==> config.mk <==
export PLATFORM = sky130hd
export DESIGN_NAME = bin2bcd_seq_flat
export DESIGN_NICKNAME = d
export VERILOG_FILES = /design/src/rtl/bin2bcd_seq_pkg.sv /design/src/rtl/bin2bcd_seq_if.sv /design/src/rtl/bin2bcd_seq_bcd_add3.sv /design/src/rtl/bin2bcd_seq.sv /design/src/flat_wrapper.sv
export SDC_FILE = /design/constraint.sdc
export NUM_CORES = 1
export LEC_CHECK = 0
export ABC_AREA = 1
export BUFFER_PORTS_ARGS = -buffer_cell sky130_fd_sc_hd__buf_2
export CAP_MARGIN = 20
export CORE_MARGIN = 1.5
export CORE_UTILIZATION = 50
export DETAILED_ROUTE_END_ITERATION = 7
export PLACE_DENSITY = 0.72
export SYNTH_ARGS = -nofsm -noshare
export SYNTH_HDL_FRONTEND = slang
export SYNTH_SLANG_ARGS = --single-unit
==> constraint.sdc <==
create_clock -name clk -period 1.83 [get_ports clk]
set_input_delay 0 -clock clk [delete_from_list [all_inputs] [get_ports clk]]
set_output_delay 0 -clock clk [all_outputs]
set_load 0.01 [all_outputs]
==> src/rtl/bin2bcd_seq_pkg.sv <==
// Package bin2bcd_pkg: shared types and helpers for the sequential
// binary-to-BCD converter (bin2bcd_seq).
//   bcd_digit_t    one packed BCD digit
//   ADD3_THRESH    digit value at and above which double dabble adds 3
//   state_t        converter FSM states
//   is_zero_digit  1 when a digit holds 0 (used for leading-zero blanking)
package bin2bcd_pkg;

  typedef logic [3:0] bcd_digit_t;

  localparam bcd_digit_t ADD3_THRESH = 4'd5;

  typedef enum logic [1:0] {
    IDLE,
    SHIFT,
    DONE
  } state_t;

  function automatic logic is_zero_digit(input bcd_digit_t d);
    return (d == 4'd0);
  endfunction

endpackage

==> src/rtl/bin2bcd_seq_if.sv <==
// Interface bin2bcd_seq_if: start/busy/done handshake plus data for bin2bcd_seq.
//   start      request (master -> slave)
//   bin_in     unsigned binary value, WIDTH bits (master -> slave)
//   busy       conversion in progress (slave -> master)
//   done       1-cycle pulse, results just updated (slave -> master)
//   bcd_out    4*DIGITS packed BCD digits, digit 0 = units (slave -> master)
//   overflow   last value did not fit in DIGITS digits (slave -> master)
//   blank_mask leading-zero flags, only when BIN2BCD_BLANK_EN is defined
interface bin2bcd_seq_if #(
  parameter int unsigned WIDTH  = 16,
  parameter int unsigned DIGITS = 5
);

  logic                  start;
  logic [WIDTH-1:0]      bin_in;
  logic                  busy;
  logic                  done;
  logic [4*DIGITS-1:0]   bcd_out;
  logic                  overflow;
`ifdef BIN2BCD_BLANK_EN
  logic [DIGITS-1:0]     blank_mask;
`endif

  modport master (
    output start, bin_in,
`ifdef BIN2BCD_BLANK_EN
    input  blank_mask,
`endif
    input  busy, done, bcd_out, overflow
  );

  modport slave (
    input  start, bin_in,
`ifdef BIN2BCD_BLANK_EN
    output blank_mask,
`endif
    output busy, done, bcd_out, overflow
  );

endinterface

==> src/rtl/bin2bcd_seq_bcd_add3.sv <==
// Module bcd_add3: combinational double-dabble digit correction.
//   din   BCD digit before the shift
//   dout  din + 3 when din >= 5, else din
module bcd_add3
  import bin2bcd_pkg::*;
(
  input  bcd_digit_t din,
  output bcd_digit_t dout
);

  always_comb begin
    dout = (din >= ADD3_THRESH) ? din + 4'd3 : din;
  end

endmodule

==> src/rtl/bin2bcd_seq.sv <==
// Module bin2bcd_seq: sequential binary-to-BCD converter, shift-and-add-3,
// one input bit per clock.  WIDTH clocks from the accepting edge to done;
// a start seen in DONE is accepted immediately (WIDTH+1 clocks per result).
//   clk  system clock, rising edge
//   rst  asynchronous active-high reset
//   bus  bin2bcd_seq_if slave: start, bin_in, busy, done, bcd_out, overflow
//        and, with BIN2BCD_BLANK_EN defined, blank_mask (leading-zero flags)
module bin2bcd_seq
  import bin2bcd_pkg::*;
#(
  parameter int unsigned WIDTH  = 16,
  parameter int unsigned DIGITS = 5
) (
  input  logic            clk,
  input  logic            rst,
  bin2bcd_seq_if.slave    bus
);

  localparam int unsigned CNT_W = $clog2(WIDTH + 1);
  localparam int unsigned BW    = 4 * DIGITS;

  state_t             state, state_nxt;
  logic [CNT_W-1:0]   cnt;
  logic [WIDTH-1:0]   shreg;
  logic [BW-1:0]      scratch;
  logic               ovf_s;
  logic [BW-1:0]      bcd_q;
  logic               ovf_q;

  logic [BW-1:0]      adj;
  logic [BW-1:0]      scratch_sh;
  logic               ovf_sh;
  logic               last;
  logic               accept;

  for (genvar g = 0; g < DIGITS; g++) begin : g_add3
    bcd_add3 u_add3 (
      .din  (scratch[4*g +: 4]),
      .dout (adj[4*g +: 4])
    );
  end

  // Corrected digits shift left by one, taking the next binary MSB as the
  // new units LSB; the top digit's MSB falls off into the sticky overflow.
  assign scratch_sh = {adj[BW-2:0], shreg[WIDTH-1]};
  assign ovf_sh     = ovf_s | adj[BW-1];
  assign last       = (cnt == CNT_W'(WIDTH - 1));
  assign accept     = bus.start && (state != SHIFT);

  always_ff @(posedge clk or posedge rst) begin
    if (rst) begin
      state <= IDLE;
    end else begin
      state <= state_nxt;
    end
  end

  always_comb begin
    state_nxt = state;
    case (state)
      IDLE:    if (bus.start) state_nxt = SHIFT;
      SHIFT:   if (last)      state_nxt = DONE;
      DONE:    state_nxt = bus.start ? SHIFT : IDLE;
      default: state_nxt = IDLE;
    endcase
  end

`ifdef BIN2BCD_BLANK_EN
  localparam logic [DIGITS-1:0] BLANK_RST = ~DIGITS'(1);

  logic [DIGITS-1:0] blank_q;
  logic [DIGITS-1:0] blank_nxt;
  logic              all_zero;

  // Walk from the top digit down: a digit blanks only while every digit
  // above it (and itself) is zero.  Units are never blanked.
  always_comb begin
    blank_nxt = '0;
    all_zero  = 1'b1;
    for (int unsigned i = 0; i < DIGITS; i++) begin
      all_zero = all_zero & is_zero_digit(scratch_sh[4*(DIGITS-1-i) +: 4]);
      if (DIGITS - 1 - i != 0) blank_nxt[DIGITS-1-i] = all_zero;
    end
  end

  always_ff @(posedge clk or posedge rst) begin
    if (rst) begin
      blank_q <= BLANK_RST;
    end else if (state == SHIFT && last) begin
      blank_q <= blank_nxt;
    end
  end

  assign bus.blank_mask = blank_q;
`endif

  always_ff @(posedge clk or posedge rst) begin
    if (rst) begin
      cnt     <= '0;
      shreg   <= '0;
      scratch <= '0;
      ovf_s   <= 1'b0;
      bcd_q   <= '0;
      ovf_q   <= 1'b0;
    end else if (accept) begin
      cnt     <= '0;
      shreg   <= bus.bin_in;
      scratch <= '0;
      ovf_s   <= 1'b0;
    end else if (state == SHIFT) begin
      cnt     <= cnt + CNT_W'(1);
      shreg   <= shreg << 1;
      scratch <= scratch_sh;
      ovf_s   <= ovf_sh;
      if (last) begin
        bcd_q <= scratch_sh;
        ovf_q <= ovf_sh;
      end
    end
  end

  assign bus.busy     = (state == SHIFT);
  assign bus.done     = (state == DONE);
  assign bus.bcd_out  = bcd_q;
  assign bus.overflow = ovf_q;

endmodule

==> src/flat_wrapper.sv <==
// flat-port wrapper written by rule: the top's interface ports become plain ports
module bin2bcd_seq_flat import bin2bcd_pkg::*;
#(
  parameter int unsigned WIDTH  = 16,
  parameter int unsigned DIGITS = 5
)
  (clk, rst, bus_start, bus_bin_in, bus_busy, bus_done, bus_bcd_out, bus_overflow);
  bin2bcd_seq_if #(.WIDTH(WIDTH), .DIGITS(DIGITS)) bus_i ();
  input  logic clk;
  input  logic rst;
  input wire logic [$bits(bus_i.start)-1:0] bus_start;
  input wire logic [$bits(bus_i.bin_in)-1:0] bus_bin_in;
  output wire logic [$bits(bus_i.busy)-1:0] bus_busy;
  output wire logic [$bits(bus_i.done)-1:0] bus_done;
  output wire logic [$bits(bus_i.bcd_out)-1:0] bus_bcd_out;
  output wire logic [$bits(bus_i.overflow)-1:0] bus_overflow;
  assign bus_i.start = bus_start;
  assign bus_i.bin_in = bus_bin_in;
  assign bus_busy = bus_i.busy;
  assign bus_done = bus_i.done;
  assign bus_bcd_out = bus_i.bcd_out;
  assign bus_overflow = bus_i.overflow;
  bin2bcd_seq #(.WIDTH(WIDTH), .DIGITS(DIGITS)) u_core (.clk(clk), .rst(rst), .bus(bus_i));
endmodule
==> impl_metrics.yaml <==
outcome:
  result_of_the_run: "finished, final reports clean"
power_and_ir_drop:
  leakage_uw: 0.00206
  maximum_resistive_drop_on_vdd_uv: 839
  power.density_cell_area_mw_per_mm2: 1740
logic_synthesis:
  synthCells: 378
  postSynthNetCount: 409
  ys_async_sr_fraction: 1.00
  synthDistinctLibCells: 23
  ys_top_cells_by_count: "sky130_fd_sc_hd__nand2_1, sky130_fd_sc_hd__dfrtp_1, sky130_fd_sc_hd__nand3_1, sky130_fd_sc_hd__inv_1, sky130_fd_sc_hd__o21ai_0"
  avgSynthCellArea_sq_um: 8.44
  synth_sequential_area_ratio: 0.510
  synthMostInstantiatedCell: "sky130_fd_sc_hd__nand2_1"
  dominantRegCellSynth: "sky130_fd_sc_hd__dfrtp_1"
  synth-edff-count: 0
  top_area_cells_in_the_synthesized_netlist: "sky130_fd_sc_hd__dfrtp_1, sky130_fd_sc_hd__nand2_1, sky130_fd_sc_hd__nand3_1"
  synth.ff_latch_count: 65
  synth_top_area_share: 0.510
  netlist_area_sq_mm: 0.00319
  ys_warn_count: 0
  synth_top_cell_by_area: "sky130_fd_sc_hd__dfrtp_1"
routing:
  routed-wl-met2_mm: 3.44
  drtPass1Iterations: 4
  ant_nets: 0
  detail_route.wirelength.met1_mm: 3.12
  drt-vias-per-instance: 5.18
  highest_layer: "met4"
  post_drt_wl_per_cell_um: 13.2
  starting_drt_drc_count: 159
  drt_drc_violations_left: 0
  route.met3.wl_um: 265
  dr_total_vias: 2726
  wirelength_mm: 6.95
global_routing:
  track_usage: 0.215
  grt_max_degree: 66
  grt_first_pass_wirelength_mm: 11.8
  globalRouteOverflowTotal: 0
  via_count_of_the_first_global_routing_pass: 2634
  grt_antenna_before_repair: 0
sta:
  worst-slew-pin-transition_ns: 0.344
  fin_tns_setup_ns: 0
  slew_violations: 0
  hold_violations: 0
  rsz0062_at_grt: "false"
  final_setup_viols: 0
  timing.final.crit_period_ns: 1.64
  timing.slew.headroom: 0.770
  post-route-period-util: 0.897
  setup_skew_after_layout_ns: 0.00684
  max_freq_ghz: 0.609
worst_setup_path:
  start_kind: "flop"
  worst-endpoint-arrival_ns: 1.91
  timing.critical_path.to_type: "flop"
  r2r.worst_path.cells: 10
  cp_slowest_cell: "sky130_fd_sc_hd__dfrtp_1"
  crit_path_cell_trace: "ha_1 > nand2_1 > nor2_1 > ha_1 > inv_1 > nor2_8 > inv_2 > buf_4 > nand2_1 > o21ai_1"
  required_ns: 2.10
  cp_slowest_stage_delay_ns: 0.41
  critical_path_peak_fanout: 9
  classification_of_the_worst_setup_path: "flop to flop"
clock_network:
  clock_tree.htree_level_count: 3
  cts_tree: "yes"
  clk-insertion-delay-late_ns: 0.34
  cts-buffers-inserted: 9
  clkTransAtPathRegs_ns: 0.07
  cts.sink_count: 65
  clock-root-buffer: "sky130_fd_sc_hd__clkbuf_8"
  clock_path_buffers: 2
finish:
  finalNetCount: 477
  syn2layout_area_growth_pct: 21.9
  final_layout_size_suffix_gt1_frac: 0.188
  antenna_cells: 0
  fin_cells: 526
floorplan:
  die_h_um: 82.9
  full_die_area_sq_mm: 0.00687
  initial_standard_cell_utilization_of_the_core: 0.530
  die_width_um: 82.9
  design.portCount: 42
  rows: 28
  core_region_area_sq_mm: 0.00603
placement:
  io_buffer_count: 41
  post-dp-hpwl_mm: 4.53
  final_weighted_congestion_of_routability_driven_global_placement: 0.854
  dp.cells: 490
worst_hold_path:
  min-delay-path-class: "primary input to asynchronous set/reset pin"
job:
  maxCapViolCount: 0
-- state kept, by name, summed over array words and instances (netlist names) --
name	flops
u_core.cnt	5
u_core.state	2
u_core.bus.bcd_out	20
u_core.shreg	16
u_core.ovf_s	1
u_core.bus.overflow	1
u_core.scratch	20
-- logic make-up (layout without fill, tap and decap cells) --
| logic type | Yosys count | in the layout | share of synthesized area |
|---|---|---|---|
| buffers and inverters | 53 | 126 | 0.0768 |
| and+or+nand+nor | 204 | 204 | 0.275 |
| DFF | 65 | 65 | 0.510 |
| adders and majority gates | 12 | 12 | 0.0470 |
| AOI/OAI and AO/OA | 44 | 44 | 0.0917 |
-- where the power goes --
group	internal (uW)	total (uW)	switching [uW]	leakage [uW]
logic	1090	2990	1900	0.00114
clock network	754	1300	542	0.000113
registers	2070	2470	399	0.000804
-- worst paths after layout --
check	slack, ns	end	startpoint
worst min-delay path	0.27	u_core.bus.bcd_out[5]	rst
min in group clk	0.39	u_core.shreg[3]	bus_bin_in[3]
worst min register to register	0.47	u_core.bus.bcd_out[4]	u_core.bus.bcd_out[4]
worst max register to register	0.19	u_core.bus.bcd_out[19]	u_core.cnt[0]
max in group asynchronous	1.29	u_core.bus.overflow	rst
worst max-delay path	0.19	u_core.bus.bcd_out[19]	u_core.cnt[0]
-- cell type report --
type	count	area, sq um
inverter	42	163
tap	75	93.8
sequential	65	1630
multi-input combinational	260	1320
clock buffer	9	124
timing repair buffer	68	478
clock inverter	7	85.1
fill	503	2140
-- per-layer routing --
| layer | track usage | vias up |
|---|---|---|
| met5 | 0 | - |
| met4 | 0.0758 | 0 |
| met3 | 0.0527 | 13 |
| met2 | 0.370 | 69 |
| met1 | 0.263 | 1286 |
| li1 | - | 1358 |
-- cells in the final DEF (no fill, tap or decap), types with 4 or more instances in the layout --
| cell type | n |
|---|---|
| sky130_fd_sc_hd__a21oi_1 | 4 |
| sky130_fd_sc_hd__buf_2 | 41 |
| sky130_fd_sc_hd__buf_4 | 7 |
| sky130_fd_sc_hd__clkbuf_8 | 9 |
| sky130_fd_sc_hd__clkinv_2 | 5 |
| sky130_fd_sc_hd__dfrtp_1 | 65 |
| sky130_fd_sc_hd__dlygate4sd3_1 | 18 |
| sky130_fd_sc_hd__ha_1 | 12 |
| sky130_fd_sc_hd__inv_1 | 38 |
| sky130_fd_sc_hd__nand2_1 | 137 |
| sky130_fd_sc_hd__nand2_2 | 5 |
| sky130_fd_sc_hd__nand3_1 | 48 |
| sky130_fd_sc_hd__nor2_1 | 10 |
| sky130_fd_sc_hd__o211ai_2 | 5 |
| sky130_fd_sc_hd__o21ai_0 | 16 |
| sky130_fd_sc_hd__o21ai_1 | 4 |
| sky130_fd_sc_hd__o22ai_1 | 7 |
-- per-stage QoR --
stage / utilization / cell area (sq um) / hold slack (ns) / power [uW] / worst slack [ns]
floorplan: - / 3190 / 0.114 / 4670 / 0.204
global placement: 0.578 / 3490 / 0.0930 / 5270 / 0.0966
CTS: 0.643 / 3870 / 0.290 / 6770 / 0.0190
detailed placement: 0.578 / 3490 / 0.101 / 5410 / 0.0214
global route: 0.646 / 3890 / 0.306 / 7340 / 0.0589
finish: 0.646 / 3890 / 0.268 / 6750 / 0.189
-- critical path, delay by kind of cell, from the launching register on --
kind	cells	cell delay, ns
simple gates	4	0.27
flops	1	0.41
buf+inv	3	0.42
compound gates	1	0.06
fa+ha+maj	2	0.40
-- what timing repair did --
| item | in CTS | in global routing |
|---|---|---|
| setup buffers | 0 | 2 |
| gates resized for setup | 0 | 0 |
| pin swaps | 1 | 1 |
| hold buffers | 18 | 0 |
| setup endpoints to repair | 1 | 21 |
| hold endpoints to repair | 83 | 0 |
(Power assumes the default switching activity.)
